$ cat config.mk
export PLATFORM = sky130hd
export DESIGN_NAME = apb_bridge_axil
export DESIGN_NICKNAME = d
export VERILOG_FILES = /design/src/rtl/apb_bridge_axil.sv
export SDC_FILE = /design/constraint.sdc
export NUM_CORES = 1
export LEC_CHECK = 0
export CAP_MARGIN = 10
export CORE_MARGIN = 5
export CORE_UTILIZATION = 30
export CTS_CLUSTER_DIAMETER = 50
export DETAILED_ROUTE_END_ITERATION = 6
export GPL_TIMING_DRIVEN = 0
export HOLD_SLACK_MARGIN = 0.1
export PLACE_DENSITY = 0.68
export REMOVE_ABC_BUFFERS = 1
export SLEW_MARGIN = 10
export SYNTH_ARGS = -nofsm -noshare
export SYNTH_HDL_FRONTEND = slang
export SYNTH_SLANG_ARGS = --single-unit
$ cat constraint.sdc
create_clock -name clock -period 1.5 [get_ports clock]
set_input_delay 0.3 -clock clock [delete_from_list [all_inputs] [get_ports clock]]
set_output_delay 0.3 -clock clock [all_outputs]
set_load 0.05 [all_outputs]
$ cat src/rtl/apb_bridge_axil.sv
// apb_bridge_axil
//   AXI4-Lite slave to APB master bridge. Exactly one AXI4-Lite read or write
//   is in flight at a time. Each one becomes a single APB SETUP/ACCESS
//   transfer, and its result is returned on the matching AXI response channel.
//
// Ports
//   clock, reset        : clock; synchronous active-high reset
//   s_aw*/s_w*/s_b*     : AXI4-Lite write address / data / response channels
//   s_ar*/s_r*          : AXI4-Lite read address / data channels
//   paddr..pstrb        : APB master request outputs (all registered)
//   pready/prdata/pslverr : APB completion inputs
//
// Handshakes: a beat transfers on a rising edge where valid and ready are both
// high. A write request exists only while s_awvalid and s_wvalid are both high.
// Ready outputs are registered, so ready is raised one cycle ahead of the
// acceptance edge. Once a response valid is raised, it stays high and its
// payload stays stable until the matching ready is sampled high.
module apb_bridge_axil #(
    parameter int unsigned TIMEOUT_CYCLES = 0
) (
    input  logic        clock,
    input  logic        reset,
    input  logic        s_awvalid,
    output logic        s_awready,
    input  logic [31:0] s_awaddr,
    input  logic [2:0]  s_awprot,
    input  logic        s_wvalid,
    output logic        s_wready,
    input  logic [31:0] s_wdata,
    input  logic [3:0]  s_wstrb,
    output logic        s_bvalid,
    input  logic        s_bready,
    output logic [1:0]  s_bresp,
    input  logic        s_arvalid,
    output logic        s_arready,
    input  logic [31:0] s_araddr,
    input  logic [2:0]  s_arprot,
    output logic        s_rvalid,
    input  logic        s_rready,
    output logic [31:0] s_rdata,
    output logic [1:0]  s_rresp,
    output logic [31:0] paddr,
    output logic        psel,
    output logic        penable,
    output logic [2:0]  pprot,
    output logic        pwrite,
    output logic [31:0] pwdata,
    output logic [3:0]  pstrb,
    input  logic        pready,
    input  logic [31:0] prdata,
    input  logic        pslverr
);

    typedef enum logic [1:0] {IDLE, SETUP, ACCESS, RESP} state_t;

    localparam logic [15:0] TO_LIMIT = 16'(TIMEOUT_CYCLES);
    localparam bit          TO_EN    = (TIMEOUT_CYCLES != 0);
    localparam logic [1:0]  OKAY     = 2'b00;
    localparam logic [1:0]  SLVERR   = 2'b10;

    state_t      state;
    logic        last_write;  // direction of the most recently accepted request
    logic [15:0] wait_cnt;

    logic wr_req, rd_req, any_req, pick_write;
    logic accept_wr, accept_rd, resp_done, timeout_hit;

    assign wr_req  = s_awvalid && s_wvalid;
    assign rd_req  = s_arvalid;
    assign any_req = wr_req || rd_req;
    // On a tie, the direction opposite to the last one served wins.
    assign pick_write  = wr_req && !(rd_req && last_write);
    assign accept_wr   = s_awready && s_wready && wr_req;
    assign accept_rd   = s_arready && s_arvalid;
    assign resp_done   = (s_bvalid && s_bready) || (s_rvalid && s_rready);
    // Abort fires on the edge where the wait count would reach the limit.
    assign timeout_hit = TO_EN && ((wait_cnt + 16'd1) == TO_LIMIT);

    always_ff @(posedge clock) begin
        if (reset) begin
            state      <= IDLE;
            last_write <= 1'b1;
            wait_cnt   <= '0;
            s_awready  <= 1'b0;
            s_wready   <= 1'b0;
            s_arready  <= 1'b0;
            s_bvalid   <= 1'b0;
            s_bresp    <= OKAY;
            s_rvalid   <= 1'b0;
            s_rdata    <= '0;
            s_rresp    <= OKAY;
            paddr      <= '0;
            psel       <= 1'b0;
            penable    <= 1'b0;
            pprot      <= '0;
            pwrite     <= 1'b0;
            pwdata     <= '0;
            pstrb      <= '0;
        end else begin
            // Ready outputs are single-cycle pulses.
            s_awready <= 1'b0;
            s_wready  <= 1'b0;
            s_arready <= 1'b0;
            case (state)
                IDLE: begin
                    if (accept_wr) begin
                        paddr      <= s_awaddr;
                        pprot      <= s_awprot;
                        pwrite     <= 1'b1;
                        pwdata     <= s_wdata;
                        pstrb      <= s_wstrb;
                        psel       <= 1'b1;
                        last_write <= 1'b1;
                        wait_cnt   <= '0;
                        state      <= SETUP;
                    end else if (accept_rd) begin
                        paddr      <= s_araddr;
                        pprot      <= s_arprot;
                        pwrite     <= 1'b0;
                        pstrb      <= '0;
                        psel       <= 1'b1;
                        last_write <= 1'b0;
                        wait_cnt   <= '0;
                        state      <= SETUP;
                    end else if (any_req && !(s_awready || s_arready)) begin
                        s_awready <= pick_write;
                        s_wready  <= pick_write;
                        s_arready <= !pick_write;
                    end
                end
                SETUP: begin
                    penable <= 1'b1;
                    state   <= ACCESS;
                end
                ACCESS: begin
                    if (pready || timeout_hit) begin
                        psel    <= 1'b0;
                        penable <= 1'b0;
                        state   <= RESP;
                        if (pwrite) begin
                            s_bvalid <= 1'b1;
                            s_bresp  <= (pready && !pslverr) ? OKAY : SLVERR;
                        end else begin
                            s_rvalid <= 1'b1;
                            s_rresp  <= (pready && !pslverr) ? OKAY : SLVERR;
                        end
                        if (!pready) begin
                            s_rdata <= '0;
                        end else if (!pwrite) begin
                            s_rdata <= prdata;
                        end
                    end else begin
                        wait_cnt <= wait_cnt + 16'd1;
                    end
                end
                RESP: begin
                    if (resp_done) begin
                        s_bvalid <= 1'b0;
                        s_rvalid <= 1'b0;
                        state    <= IDLE;
                        // Raise ready now so acceptance can land on the next edge.
                        if (any_req) begin
                            s_awready <= pick_write;
                            s_wready  <= pick_write;
                            s_arready <= !pick_write;
                        end
                    end
                end
                default: state <= IDLE;
            endcase
        end
    end

endmodule
# Yosys cells after proc, flatten, opt, wreduce, memory -nomap -nowiden
# Cells that the tools add are included.
[classes]
n_eq_ne = 8
mux = 38
bitwise = 1
reduce_logical = 30
[op_table]
columns = ["operator", "count"]
rows = [
  ["$mux W32", 2],
  ["$mux W1", 20],
  ["$pmux W1 S2", 6],
  ["$reduce_and A3 Y1", 4],
  ["$mux W2", 5],
  ["$logic_and A1 B1 Y1", 9],
  ["$mux W4", 2],
  ["$ne A2 B2 Y1 const B", 4],
  ["$pmux W2 S4", 1],
  ["$reduce_and A4 Y1", 2],
  ["$reduce_bool A2 Y1", 4],
  ["$mux W3", 2],
  ["$reduce_and A2 Y1", 3],
  ["$eq A2 B2 Y1 const B", 2],
  ["$logic_not A1 Y1", 4],
  ["$logic_or A1 B1 Y1", 3],
  ["$ne A3 B3 Y1 const B", 1],
  ["$eq A2 B1 Y1 const B", 1],
  ["$logic_not A2 Y1", 1],
  ["$not A1 Y1", 1],
]
[word_totals]
register_bits = 117
input_bits = 147
out_inout_bits = 115
elab_cells = 93

# Longest topological paths before layout
# Gate-level depths: netlist of run 1.
[logic_depth]
ltp_word = 8
ltp_mapped = 8
mapped_depth_nobuf = 6

# Worst setup path after synthesis of run 1
# OpenSTA, ideal clock, no wires.
[synth_path]
path_kind = "reg-to-reg"
start = "reg s_wready"
end = "reg state[1]"
setup_time_ns = 0.128
arrival_time_ns = 1.609
required_ns = 1.372
setup_slack_ns = -0.236
path_stages_with_launch = 5
path_buffers = 0
period_less_slack_ns = 1.736
cell_sequence = "dfxtp_1 a32oi_2 a222oi_1 mux2i_1 nor2_1"
[synth_via]
elab_chain_cells = 3
elab_cells_between_ends = 5
classes_between = "1 x eq/ne; 2 x mux; 2 x reduce/logical"
[synth_rtl]
columns = ["item", "line", "source"]
rows = [
  ["start, declared", "28", "output logic s_wready,"],
  ["start signal, assigned", "127", "s_wready <= pick_write;"],
  ["start signal, assigned", "164", "s_wready <= pick_write;"],
  ["$logic_and A1 B1 Y1 (*)", "73", "assign accept_wr = s_awready && s_wready && wr_req;"],
  ["$mux W2 / $ne A3 B3 Y1 (equally long branches)", "-", ""],
  ["$pmux W2 S4 / $reduce_and A3 Y1 (equally long branches)", "-", ""],
  ["end signal, assigned", "81", "state <= IDLE;"],
  ["end signal, assigned", "115", "state <= SETUP;"],
  ["end signal, assigned", "124", "state <= SETUP;"],
  ["end, declared", "61", "state_t state;"],
]
# Every way passes the cells marked *; elsewhere a longest branch is shown, timed or not.
# A chain may end at the register's enable or synchronous reset.

# Worst setup path in the final report of run 1
[layout_path]
start = "reg paddr[24]"
end = "out paddr[24]"
[layout_rtl]
columns = ["item", "line", "source"]
rows = [
  ["start, declared", "42", "output logic [31:0] paddr,"],
  ["start signal, assigned", "107", "paddr <= s_awaddr;"],
  ["start signal, assigned", "117", "paddr <= s_araddr;"],
]
# No word-level cell between the ends.

==> results of run 1 <==
## layout make-up
class	instances	area, um^2	share of cell area
Inverter	4	20.0	0.00233
Timing Repair Buffer	293	3150	0.367
Tap cell	188	235	0.0274
Multi-Input combinational cell	364	2210	0.258
Clock buffer	24	502	0.0585
Sequential cell	115	2310	0.270
Clock inverter	8	146	0.0171
## metal layers
metal / vias up / track usage / routed length [um]
met4: 0 / 0.0673 / 329
met5: - / 0 / 0
met2: 176 / 0.301 / 8190
met1: 2200 / 0.187 / 6160
li1: 2307 / - / -
met3: 28 / 0.0607 / 1200
## metrics by stage
step                      setup slack [ns]  TNS [ns]
after floorplan                      -3.53   -176.58
after global placement               -4.51   -393.99
after detailed placement            -0.808    -64.67
after CTS                         0.000508         0
after global routing               -0.0697    -0.239
final                               0.0475         0
## state kept, by name, summed over array words and instances (netlist names)
name	cells
last_write	1
paddr	32
penable	1
pprot	3
psel	1
pstrb	4
pwdata	32
pwrite	1
s_arready	1
s_bresp	1
s_bvalid	1
s_rdata	32
s_rresp	1
s_rvalid	1
s_wready	1
state	2
## how the worst max path moves through the flow
stage,startpoint,end,cells past startpoint
global placement,s_wvalid,paddr[8],5
detailed placement,s_wvalid,paddr[20],7
floorplan,s_wready,paddr[0],4
finish,paddr[24],paddr[24],1
CTS,s_bvalid,s_bvalid,1
global route,state[1],state[1],6
## logic make-up (layout without fill, tap and decap cells)
family                   after synthesis  after routing  synth area share
buffers and inverters                 46            329            0.0485
AO/OA/AOI/OAI                        122            122             0.197
AND/OR/NAND/NOR                      198            199             0.168
adder cells (fa/ha/maj)                4              4            0.0108
flip-flops                           115            115             0.495
multiplexers                          37             37            0.0797
other                                  1              2          0.000807
## timing repair
item,CTS,global route
gates resized for setup,368,13
hold buffers,0,0
setup endpoints to repair,224,49
cloned,4,0
pin swaps,7,4
setup buffers,14,9
## placed cells by master (no fill, tap or decap), drive strengths merged
master and n:
clkdlybuf4s50 142, nand2 134, dfxtp 115, clkdlybuf4s15 107
a21oi 71, nor2 50, buf 40, mux2i 37
a211oi 36, clkbuf 25, a22oi 5, o21ai 5
bufinv 4, and2 4, inv 4, ha 4
nor2b 3, clkinv 3, nor3 2, conb 2
dlygate4sd2 2, nand3 2, a32oi 1, nand4 1
nand2b 1, a222oi 1, nand3b 1, nor4b 1
o21bai 1, a211o 1, a21o 1, clkinvlp 1
dlymetal6s2s 1
## power breakdown
part	switching [mW]	internal, mW
combinational	1.48	1.17
clock	1.37	3.00
sequential	0.139	3.28
==> flow_metrics.py, run 1 <==
metrics = {
    "synthesis": {
        "synth_flop_cell": "dfxtp_1",
        "yosys.area.top_type": "dfxtp_1",
        "synth_most_common_cell": "nand2_1",
        "yosysTopAreaCellShare": 0.495,
        "ys_seq_elements": 115,
        "synth_cell_types": 31,
        "ys_top_cells_by_area": "dfxtp_1 50%, nand2_1 11%, a211oi_2 9.4%, mux2i_1 8.0%, a21oi_1 7.6%",
        "async_flop_share": 0,
        "synth_edf_count": 0,
        "syn_inst": 523,
        "yosysSeqAreaShare": 0.495,
        "syn_area_um2": 4650,
        "synth.avg_cell_area_um2": 8.89,
        "yosys_warnings": 0,
        "synth_common_cells": "134 x nand2_1, 115 x dfxtp_1, 71 x a21oi_1",
    },
    "power_and_ir_drop": {
        "irDropWorstVdd_uv": 653,
        "power.total_mw": 10.4,
        "p_per_area_nw_per_um2": 1220,
        "p_leak_nw": 3.21,
    },
    "grt": {
        "gr-total-overflow": 0,
        "grt_max_degree": 89,
        "grt_use_total": 0.171,
        "grt_pass1_wl_mm": 24.6,
        "grt_pass1_vias": 4735,
        "antenna_found_initial": 0,
    },
    "timing": {
        "skew_ns": 0.00766,
        "timing.final.crit_share": 0.968,
        "fmax_ghz": 0.688,
        "period_minus_slack_ns": 1.45,
        "setup_viol_count_final": 0,
        "drv_slew": 0,
        "hold_viol_final": 0,
        "rsz0062_at_grt": "yes",
        "whs_ns": 0.227,
    },
    "finish": {
        "fin_area_um2": 8580,
        "nNetsFinal": 946,
        "drive_gt1_frac": 0.285,
        "antennaDiodeCount": 0,
        "nFillCells": 1320,
        "final_util": 0.564,
        "final_cells": 996,
        "area_growth_pct": 84.5,
    },
    "placed_design": {
        "place_inst": 937,
        "placed_area_um2": 7430,
        "place.port_buffers": 259,
        "place_congestion": 0.751,
        "detailed_place_hpwl_mm": 11.3,
    },
    "floorplan": {
        "initial_core_util": 0.306,
        "die_w_um": 134,
        "core_area_um2": 15200,
        "ios": 262,
        "rows": 45,
        "die_area_um2": 18100,
        "die_y_um": 134,
    },
    "outcome": {
        "outcome": "completed",
    },
    "critical_path": {
        "worst-path-buf-inv": 1,
        "worstPathArrival_ns": 1.15,
        "crit_family": "buffers and inverters",
        "start_kind": "flop",
        "cp-end-kind": "primary output",
        "regToRegEndpoint": "paddr[19]",
        "slowest_delay_ns": 0.40,
        "reg2reg_from": "state[0]",
        "crit_path_max_fanout": 2,
        "critical_path_class": "reg -> out",
        "ff2ff_path_depth": 7,
        "rrSetupSlack_ns": 0.05,
        "critPathSlowestCell": "clkdlybuf4s15_2",
        "crit_chain": "clkdlybuf4s15_2",
        "cp.required_ns": 1.20,
    },
    "clock_network": {
        "htree_levels": 4,
        "clock_sinks": 115,
        "clock_latency_ns": 0.40,
        "clk_pin_slew_ns": 0.05,
        "numCtsBuffers": 17,
        "clk_path_buf_depth": 2,
        "cts_tree": "yes",
        "cts_root_buf": "clkbuf_16",
    },
    "route": {
        "ant_nets": 0,
        "drc_errors": 0,
        "wire_per_inst_um": 15.9,
        "dr.pass1.iters": 4,
        "postRouteWirelength_mm": 15.9,
        "avgViaCountPerCell": 4.73,
        "drt_iter0_markers": 196,
        "dr_total_vias": 4711,
    },
    "worst_hold_path": {
        "min_to": "s_rdata[27]",
        "whs_path_depth": 2,
        "hp-class": "in -> reg",
        "hp-start": "reset",
    },
    "run": {
        "maxCapViolCount": 0,
    },
}
No activity file was read; power rests on OpenSTA's default activity.
==> run 2, diff against run 1 <==
--- a/config.mk
+++ b/config.mk
@@ -10,7 +10,6 @@
 export CORE_UTILIZATION = 30
 export CTS_CLUSTER_DIAMETER = 50
 export DETAILED_ROUTE_END_ITERATION = 6
-export GPL_TIMING_DRIVEN = 0
 export HOLD_SLACK_MARGIN = 0.1
 export PLACE_DENSITY = 0.68
 export REMOVE_ABC_BUFFERS = 1
==> flow_metrics.py, run 2 (same netlist as run 1, synthesis figures left out) <==
metrics = {
    "floorplan": {
        "rows": 45,
        "die_w_um": 134,
        "initial_core_util": 0.306,
        "die_y_um": 134,
        "ios": 262,
        "die_area_um2": 18100,
        "core_area_um2": 15200,
    },
    "timing": {
        "finalSetupTns_ns": -0.000662,
        "skew_ns": 0.00684,
        "drv_slew": 0,
        "fmax_ghz": 0.666,
        "timing.final.crit_share": 1.00,
        "hold_viol_final": 0,
        "setup_viol_count_final": 1,
        "rsz0062_at_grt": "yes",
        "period_minus_slack_ns": 1.50,
        "fin_ws_ns": -0.000662,
    },
    "clock_network": {
        "numCtsBuffers": 17,
        "hold_buffers": 0,
        "clk_path_buf_depth": 2,
        "cts_root_buf": "clkbuf_16",
        "cts_tree": "yes",
        "clock_sinks": 115,
        "clk_pin_slew_ns": 0.05,
        "htree_levels": 4,
        "clock_latency_ns": 0.41,
    },
    "grt": {
        "gr-usage-met2": 0.309,
        "grt_pass1_vias": 4828,
        "antenna_found_initial": 0,
        "grt_max_degree": 58,
        "use_met3": 0.0581,
        "grt_use_total": 0.173,
        "gr-total-overflow": 0,
        "grt_busiest_layer": "met2",
        "use_met1": 0.181,
        "grt_pass1_wl_mm": 24.7,
    },
    "finish": {
        "ff_latch_area_um2": 2310,
        "area_growth_pct": 106,
        "final_common_cell": "clkdlybuf4s50_1",
        "reg_top3": "paddr x32, pwdata x32, s_rdata x32",
        "nNetsFinal": 946,
        "nFillCells": 1163,
        "antennaDiodeCount": 0,
        "drive_gt1_frac": 0.295,
        "layout.cells.most_common_list": "144 x clkdlybuf4s50_1, 133 x nand2_1, 124 x buf_12",
        "multi_input_area_um2": 2230,
    },
    "outcome": {
        "failed_checks": "setup timing",
        "outcome": "complete, but fails checks",
    },
    "worst_hold_path": {
        "hp-class": "in -> reg",
        "min_to": "paddr[23]",
        "whs_path_depth": 2,
        "hp-start": "reset",
    },
    "critical_path": {
        "crit_family": "buffers and inverters",
        "worstPathArrival_ns": 1.80,
        "cp.required_ns": 1.80,
        "reg2reg_from": "state[1]",
        "slowest_delay_ns": 0.38,
        "cp-end-kind": "flop",
        "ff2ff_path_depth": 8,
        "rrSetupSlack_ns": -0.0007,
        "crit_chain": "inv_4 -> ha_4 -> buf_6 -> nand2_4 -> nor2_4 -> buf_12 -> clkbuf_16 -> a211o_1",
        "worst-path-buf-inv": 4,
        "critical_path_class": "reg -> reg",
        "critPathSlowestCell": "dfxtp_4",
        "crit_path_max_fanout": 6,
        "regToRegEndpoint": "last_write",
        "start_kind": "flop",
    },
    "route": {
        "drt_iter0_markers": 185,
        "dr.pass1.iters": 4,
        "ant_nets": 0,
        "postRouteWirelength_mm": 16.6,
        "wire_per_inst_um": 16.7,
        "avgViaCountPerCell": 4.78,
        "drc_errors": 0,
        "dr_total_vias": 4765,
    },
    "placed_design": {
        "dp_slack_ns": -0.429,
        "detailed_place_hpwl_mm": 12.5,
        "place_congestion": 0.736,
        "place.port_buffers": 259,
    },
    "run": {
        "maxCapViolCount": 0,
    },
    "power_and_ir_drop": {
        "p_leak_nw": 3.62,
        "p_per_area_nw_per_um2": 1100,
        "irDropWorstVdd_uv": 663,
    },
}
## run 2: cell types whose count changed in the layout (fill, tap and decap cells not counted), moves of 3 or more
| cell | delta |
|---|---|
| mux2i_2 | +7 |
| buf_12 | +117 |
| buf_2 | -6 |
| clkbuf_8 | -4 |
| mux2i_1 | -7 |
| clkdlybuf4s15_2 | -107 |
| clkinvlp_4 | +3 |
| buf_16 | -4 |
## run 2: power breakdown
part / switching, mW / internal [mW] / leakage, nW
clock: 1.42 / 2.48 / 0.275
combinational: 1.52 / 1.59 / 2.42
sequential: 0.237 / 3.28 / 0.931
total: 3.17 / 7.34 / 3.62
## run 2: worst reg2reg max path, stage by stage (launching register included)
cell       delay, ns
dfxtp_4         0.38
inv_4           0.05
ha_4            0.17
buf_6           0.13
nand2_4         0.07
nor2_4          0.04
buf_12          0.14
clkbuf_16       0.16
a211o_1         0.26
## run 2: how the worst max path moves through the flow
| stage | from | end | cells past startpoint |
|---|---|---|---|
| after floorplan | s_wready | paddr[0] | 4 |
| after global placement | s_awvalid | paddr[31] | 6 |
| after detailed placement | s_awvalid | paddr[11] | 6 |
| after CTS | state[0] | state[1] | 5 |
| after global routing | state[1] | state[1] | 5 |
| final | state[1] | last_write | 8 |
## run 2: stage by stage
step                instances  total power [mW]  instance area, um^2  hold WS, ns   util
CTS                       992              10.5                 9370        0.180  0.616
finish                    996              10.5                 9550        0.197  0.628
global route              996              11.0                 9550        0.202  0.628
detailed placement        959              6.54                 8750        0.486  0.576
global placement          959              6.45                 8750        0.455  0.576
floorplan                 482              4.83                 4440        0.365      -
## run 2: cell type report
type / count / area share
tap: 188 / 0.0246
timing repair buffer: 294 / 0.437
sequential: 115 / 0.242
clock inverter: 13 / 0.0143
multi-input combinational: 363 / 0.234
clock buffer: 19 / 0.0464
inverter: 4 / 0.00183
## run 2: repair_timing
action                                  CTS  global route
cloned                                    0             3
endpoints found under the setup margin   67            93
pin swaps                                 1             3
hold endpoints to repair                  0             0
resized for setup                         6            26
setup buffers                             1             1
## run 2: routing by layer
metal,share of wire,wire length [um]
met1,0.36,6010
met2,0.53,8790
met3,0.076,1260
met4,0.032,536
met5,0,0
